File: config.mk
export PLATFORM = sky130hd
export DESIGN_NAME = ahb_slave_data_phase
export DESIGN_NICKNAME = d
export VERILOG_FILES = /design/src/rtl/ahb_slave_pkg.sv /design/src/rtl/ahb_byte_mask.sv /design/src/rtl/ahb_slave_data_phase.sv
export SDC_FILE = /design/constraint.sdc
export NUM_CORES = 1
export LEC_CHECK = 0
export CORE_MARGIN = 3
export CORE_UTILIZATION = 45
export DETAILED_ROUTE_END_ITERATION = 12
export DONT_BUFFER_PORTS = 1
export GPL_TIMING_DRIVEN = 0
export PLACE_DENSITY = 0.72
export SYNTH_ARGS = -nofsm -noshare
export SYNTH_HDL_FRONTEND = slang
export SYNTH_HIERARCHICAL = 1
export SYNTH_SLANG_ARGS = --single-unit
File: constraint.sdc
create_clock -name hclk -period 3.1 [get_ports hclk]
set_input_delay 0.62 -clock hclk [delete_from_list [all_inputs] [get_ports hclk]]
set_output_delay 0.62 -clock hclk [all_outputs]
set_load 0.005 [all_outputs]
File: src/rtl/ahb_slave_pkg.sv
// Shared encodings for the AHB slave data-phase stage.
// Bus codes, decoder select values, FSM states.
package ahb_slave_pkg;

  typedef enum logic [1:0] {
    HTRANS_IDLE   = 2'd0,
    HTRANS_BUSY   = 2'd1,
    HTRANS_NONSEQ = 2'd2,
    HTRANS_SEQ    = 2'd3
  } htrans_e;

  typedef enum logic [2:0] {
    HSIZE_BYTE = 3'd0,
    HSIZE_HALF = 3'd1,
    HSIZE_WORD = 3'd2
  } hsize_e;

  typedef enum logic [1:0] {
    WSEL_PAY_LO = 2'd0,
    WSEL_PAY_HI = 2'd1,
    WSEL_DSIZE  = 2'd2,
    WSEL_NONE   = 2'd3
  } wsel_e;

  typedef enum logic [1:0] {
    RSEL_ERR    = 2'd0,
    RSEL_PAY    = 2'd1,
    RSEL_PAY_HI = 2'd2,
    RSEL_DSIZE  = 2'd3
  } rsel_e;

  typedef enum logic [1:0] {
    ST_IDLE = 2'd0,
    ST_DATA = 2'd1,
    ST_ERR1 = 2'd2,
    ST_ERR2 = 2'd3
  } state_e;

  localparam logic HRESP_OKAY  = 1'b0;
  localparam logic HRESP_ERROR = 1'b1;

endpackage

File: src/rtl/ahb_byte_mask.sv
// Converts an AHB transfer size into a low-lane write mask.
// Sizes above a word saturate to the full 32-bit mask.
module ahb_byte_mask
  import ahb_slave_pkg::*;
(
  input  logic [2:0]  hsize_i,
  output logic [31:0] mask_o
);

  always_comb begin
    mask_o = 32'hFFFF_FFFF;
    unique case (1'b1)
      (hsize_i == HSIZE_BYTE): mask_o = 32'h0000_00FF;
      (hsize_i == HSIZE_HALF): mask_o = 32'h0000_FFFF;
      default:                 mask_o = 32'hFFFF_FFFF;
    endcase
  end

endmodule

File: src/rtl/ahb_slave_data_phase.sv
// AHB slave data-phase stage: registers address phases and
// performs register access or the two-cycle ERROR response.
module ahb_slave_data_phase
  import ahb_slave_pkg::*;
#(
  parameter int PAYLOAD_W   = 32,
  parameter int DATA_SIZE_W = 16,
  parameter int ERR_CNT_W   = 8
) (
  input  logic                   hclk,
  input  logic                   hresetn,
  input  logic                   hsel_x,
  input  logic [1:0]             htrans,
  input  logic                   hwrite,
  input  logic [2:0]             hsize,
  input  logic                   hready,
  input  logic [31:0]            hwdata,
  input  logic [1:0]             map_write_select,
  input  logic [1:0]             map_read_select,
  input  logic                   map_hresp,
  output logic [31:0]            hrdata,
  output logic                   hreadyout,
  output logic                   hresp,
  output logic [PAYLOAD_W-1:0]   payload,
  output logic [DATA_SIZE_W-1:0] data_size,
  output logic                   commit
);

  state_e                 state_q;
  logic                   hready_q;
  logic                   hresp_q;
  logic                   hwrite_q;
  logic [2:0]             hsize_q;
  wsel_e                  wsel_q;
  rsel_e                  rsel_q;
  logic [PAYLOAD_W-1:0]   payload_q;
  logic [DATA_SIZE_W-1:0] dsize_q;
  logic                   commit_q;
  logic [ERR_CNT_W-1:0]   err_count_q;
  logic                   err_sticky_q;
  logic [31:0]            mask;

  logic trans_ok;
  logic accept;
  logic err_entry;
  logic do_wr;
  logic do_clr;

  assign trans_ok = (htrans == HTRANS_NONSEQ)
                 || (htrans == HTRANS_SEQ);
  // ERR1 holds the bus, so no address phase can land there
  assign accept = (state_q != ST_ERR1)
               && hsel_x && hready && trans_ok;
  assign err_entry = accept && map_hresp;
  assign do_wr  = (state_q == ST_DATA) && hwrite_q;
  assign do_clr = (state_q == ST_DATA) && !hwrite_q
               && (rsel_q == RSEL_ERR);

  ahb_byte_mask u_mask (
    .hsize_i (hsize_q),
    .mask_o  (mask)
  );

  always_ff @(posedge hclk or negedge hresetn) begin
    if (!hresetn) begin
      state_q  <= ST_IDLE;
      hready_q <= 1'b1;
      hresp_q  <= HRESP_OKAY;
      hwrite_q <= 1'b0;
      hsize_q  <= HSIZE_BYTE;
      wsel_q   <= WSEL_PAY_LO;
      rsel_q   <= RSEL_ERR;
    end else if (state_q == ST_ERR1) begin
      state_q  <= ST_ERR2;
      hready_q <= 1'b1;
      hresp_q  <= HRESP_ERROR;
    end else if (accept) begin
      hwrite_q <= hwrite;
      hsize_q  <= hsize;
      wsel_q   <= wsel_e'(map_write_select);
      rsel_q   <= rsel_e'(map_read_select);
      if (map_hresp) begin
        state_q  <= ST_ERR1;
        hready_q <= 1'b0;
        hresp_q  <= HRESP_ERROR;
      end else begin
        state_q  <= ST_DATA;
        hready_q <= 1'b1;
        hresp_q  <= HRESP_OKAY;
      end
    end else begin
      state_q  <= ST_IDLE;
      hready_q <= 1'b1;
      hresp_q  <= HRESP_OKAY;
    end
  end

  always_ff @(posedge hclk or negedge hresetn) begin
    if (!hresetn) begin
      payload_q    <= '0;
      dsize_q      <= '0;
      commit_q     <= 1'b0;
      err_count_q  <= '0;
      err_sticky_q <= 1'b0;
    end else begin
      commit_q <= do_wr && (wsel_q == WSEL_DSIZE);
      if (do_wr) begin
        unique case (wsel_q)
          WSEL_PAY_LO:
            payload_q <= (payload_q & ~mask)
                       | (hwdata & mask);
          WSEL_PAY_HI:
            payload_q[31:16] <=
              (payload_q[31:16] & ~mask[15:0])
              | (hwdata[15:0] & mask[15:0]);
          WSEL_DSIZE:
            dsize_q <=
              (dsize_q & ~mask[DATA_SIZE_W-1:0])
              | (hwdata[DATA_SIZE_W-1:0]
                 & mask[DATA_SIZE_W-1:0]);
          default: ;
        endcase
      end
      // a clear racing a new error keeps that error counted
      if (err_entry && do_clr) begin
        err_count_q  <= ERR_CNT_W'(1);
        err_sticky_q <= 1'b1;
      end else if (err_entry) begin
        err_sticky_q <= 1'b1;
        if (err_count_q != '1)
          err_count_q <= err_count_q + ERR_CNT_W'(1);
      end else if (do_clr) begin
        err_count_q  <= '0;
        err_sticky_q <= 1'b0;
      end
    end
  end

  always_comb begin
    hrdata = '0;
    if ((state_q == ST_DATA) && !hwrite_q) begin
      unique case (rsel_q)
        RSEL_ERR:
          hrdata = 32'({err_count_q, err_sticky_q});
        RSEL_PAY:    hrdata = payload_q;
        RSEL_PAY_HI: hrdata = {16'h0, payload_q[31:16]};
        default:     hrdata = 32'(dsize_q);
      endcase
    end
  end

  assign hreadyout = hready_q;
  assign hresp     = hresp_q;
  assign payload   = payload_q;
  assign data_size = dsize_q;
  assign commit    = commit_q;

endmodule

# Yosys cells after proc, flatten, opt, wreduce, memory -nomap -nowiden
# Cells that the tools add are included.
# W data, S select, Z words.
# word_totals
reg_bits,70
input_bits,47
out_inout_bits,83
word_cells,78
# op_classes
addsub,1
eq_ne,12
mux,20
bitwise,11
n_reduce_logical,21
# op_table
cell,count
$pmux W32 S3,1
$and A32 B32 Y32,2
$pmux W32 S2,1
$and A16 B16 Y16,3
$mux W32,1
$mux W8,4
$not A32 Y32,1
$or A16 B16 Y16,2
$or A32 B32 Y32,1
$pmux W16 S2,1
$not A16 Y16,1
$eq A2 B2 Y1 const B,5
$reduce_and A2 Y1,5
$logic_and A1 B1 Y1,9
$mux W1,9
$add A8 B1 Y8 const B,1
$ne A8 B8 Y1 const B,1
$eq A2 B1 Y1 const B,3
$mux W2,3
$logic_not A2 Y1,2
$eq A3 B1 Y1 const B,1
$logic_not A3 Y1,1
$ne A3 B1 Y1 const B,1
$reduce_bool A3 Y1,1
other kinds (5),5

# Longest topological paths before layout
# depth
word_depth,8
mapped_depth,7
ltp_nobuf,5

# Cells and area by module
# Netlist, hierarchy kept.
# modules_own_cells
mod,instances,cells_each,area_each_um2,seq_area_each_um2
ahb_slave_data_phase,1,381,3948.8,1727.9
ahb_byte_mask,1,33,241.5,0.0

# Worst setup path before layout
# Ideal clock, no wire load.
# synth_timing
kind,register to output
startpoint,"register, netlist name hresp"
endpoint,output port hrdata[21]
arrival_time_ns,1.391
t_required_ns,2.480
slack_ns,1.089
stages_incl_launch_ff,6
path_buffers,2
path_cell_list,dfrtp_1 > or3b_1 > buf_6 > nor2b_2 > buf_2 > and2_1
# synth_lines
element,line,source
end: declaration,ahb_slave_data_phase.sv:21,"output logic [31:0] hrdata,"

==> impl_metrics.json <==
{
  "overflow": 0,
  "die_w_um": 102,
  "busiest_layer": "met2",
  "relSlewSlack_pct": 59.4,
  "grt.total_usage_pct": 23.5,
  "power_mw": 4.30,
  "synth_flop_cell": "dfrtp_1",
  "critPathLaunchType": "flip-flop",
  "n_antenna_cell": 0,
  "netlist.area_leader.share_pct": 40.6,
  "yosys.area.top_type": "dfrtp_1",
  "routabilityCongestion": 0.864,
  "postCtsHoldBufs": 1,
  "fin_skew_ps": 10.4,
  "drc": 0,
  "die-area_um2": 10500,
  "status": "complete, no violations",
  "cts.sinks": 69,
  "vias": 3299,
  "dp_hpwl_um": 8590,
  "max_freq_mhz": 350,
  "cp_top_family": "simple AND/OR/NAND/NOR gates",
  "finalCritPeriodShare_pct": 92.1,
  "max_cap_viol_count": 0,
  "first_iter_violations": 156,
  "p_leak_nw": 1.97,
  "crit_path_end_kind": "output port",
  "first_pass_iters": 5,
  "grt_first_pass_wirelength_um": 18500,
  "use_met2_pct": 39.5,
  "crit_slowest_cell": "dfrtp_1",
  "synthTopCellsByArea": "dfrtp_1 41%, mux2_2 10%, buf_4 5.7%, nand2_1 5.3%, mux4_2 4.8%",
  "postPlaceCellArea_um2": 4350,
  "ys_seq_elements": 69,
  "worst-path-buf-inv": 2,
  "min_period_ps": 2850,
  "cts_resized": 0,
  "placed_cells": 529,
  "grt_pass1_vias": 3384,
  "die_h_um": 102,
  "std_cell_rows": 34,
  "htree_levels": 3,
  "synth-edff-count": 0,
  "cts_buffer_depth": 2,
  "cts_tree": "done",
  "clk_latency_ps": 360,
  "ios": 130,
  "required_ps": 2480,
  "ir_drop_v": 0.000357,
  "path_max_fanout": 10,
  "hold_class": "in2async",
  "nets": 481,
  "yosysMostFrequentCell": "dfrtp_1",
  "port_buffers": 0,
  "stdcell_area_um2": 4570,
  "synth.distinct_cells": 48,
  "tightest_slew_ps": 609,
  "p_per_area_nw_per_um2": 940,
  "async_flop_share_pct": 100,
  "hold_viol_final": 0,
  "clk_pin_slew_ps": 80,
  "core-area_um2": 8890,
  "drv_slew": 0,
  "synth_area_um2": 4190,
  "crit_type": "reg2out",
  "n_fill_cell": 796,
  "crit_arrival_ps": 2230,
  "wire_per_inst_um": 22.6,
  "met3_usage_pct": 7.92,
  "cts_root_buffer": "clkbuf_8",
  "areaGrowthSynthToFinish_pct": 9.08,
  "cts_buffers": 9,
  "rsz0062_at_grt": "false",
  "antenna_found_initial": 0,
  "yosysWarnings": 6,
  "start_util_pct": 47.1,
  "fin_setup_tns_ps": 0,
  "ys_seq_area_share_pct": 41.2,
  "synth_cells": 414,
  "drive_gt1_share_pct": 28.8,
  "final-setup-viol-count": 0,
  "max_stage_delay_ps": 430,
  "routed_wl_um": 12300,
  "critical_path.cell_chain": "or3b_1 -> buf_6 -> nor2b_2 -> buf_2 -> and2_1",
  "grt_max_degree": 69,
  "ant_nets": 0,
  "ys_top_cells_by_count": "68 x dfrtp_1, 59 x nand2_1, 38 x mux2_2",
  "syn_area_per_cell_um2": 10.1,
  "vias_per_cell": 6.04,
  "fin_cells": 546,
  "postCtsSetupRepairBufs": 0,
  "grt_use_met1_pct": 29.1
}
layout by cell type (no fill, tap or decap), drive strengths merged, types with 2 or more instances in the layout:
cell type	Yosys	final
a21oi	17	17
a22oi	7	7
a31oi	16	16
and2	18	18
and3	9	9
buf	45	46
clkbuf	8	18
clkinv	0	3
clkinvlp	0	2
conb	1	8
dfrtp	68	68
inv	13	13
mux2	47	47
mux4	9	9
nand2	60	60
nand2b	2	2
nand3	4	4
nand4	3	3
nor2	11	11
nor2b	12	12
nor3b	12	12
o21ai	12	12
o22a	11	11
o22ai	5	5
o31ai	5	5
or3	5	5
layer usage:
layer / wire length, um / up-vias
met5: 0 / -
met4: 134 / 0
met3: 1060 / 14
met2: 6250 / 149
met1: 4880 / 1654
li1: - / 1482
worst paths after layout:
path	from	depth (start not counted)	to	slack [ps]
setup reg to reg	wsel_q[0]	6	flip-flop	1200
setup / recovery	hresp	5	hrdata[24]	250
min in group hclk	map_hresp	1	state_q[0]	380
hold reg to reg	err_sticky_q	2	err_sticky_q	510
hold / removal	hresetn	0	hreadyout	100
max in group asynchronous	hresetn	1	async pin	2660
stage by stage:
step	setup slack, ps	hold slack (ps)	util, %
finish	246	96.2	51.4
floorplan	1090	324	-
CTS	188	89.2	51.4
detailed placement	579	326	48.9
global placement	632	326	48.9
global route	127	80.7	51.4
final cells by class:
class                      instances  area (um^2)  share of cell area (%)
timing repair buffer               1         27.5                   0.602
clock inverter                     6         63.8                    1.40
sequential                        69         1730                    37.8
inverter                          13         48.8                    1.07
buffer                            53          348                    7.61
tap                              108          135                    2.96
multi-input combinational        286         2090                    45.8
clock buffer                      10          128                    2.79
cells by family (layout without fill, tap and decap cells):
kind of cell / Yosys count / in the layout / synth area share (%)
simple gates: 143 / 143 / 18.6
compound gates: 77 / 77 / 11.8
flops: 69 / 69 / 41.2
buf+inv: 66 / 83 / 9.47
mux: 57 / 57 / 18.5
fa+ha+maj: 1 / 1 / 0.299
other cells: 1 / 8 / 0.0895
where the power goes:
group / switching, mW / internal, mW
Clock: 0.369 / 0.370
Combinational: 0.924 / 0.952
Sequential: 0.413 / 1.27
Total: 1.71 / 2.59
(Power assumes the default switching activity.)
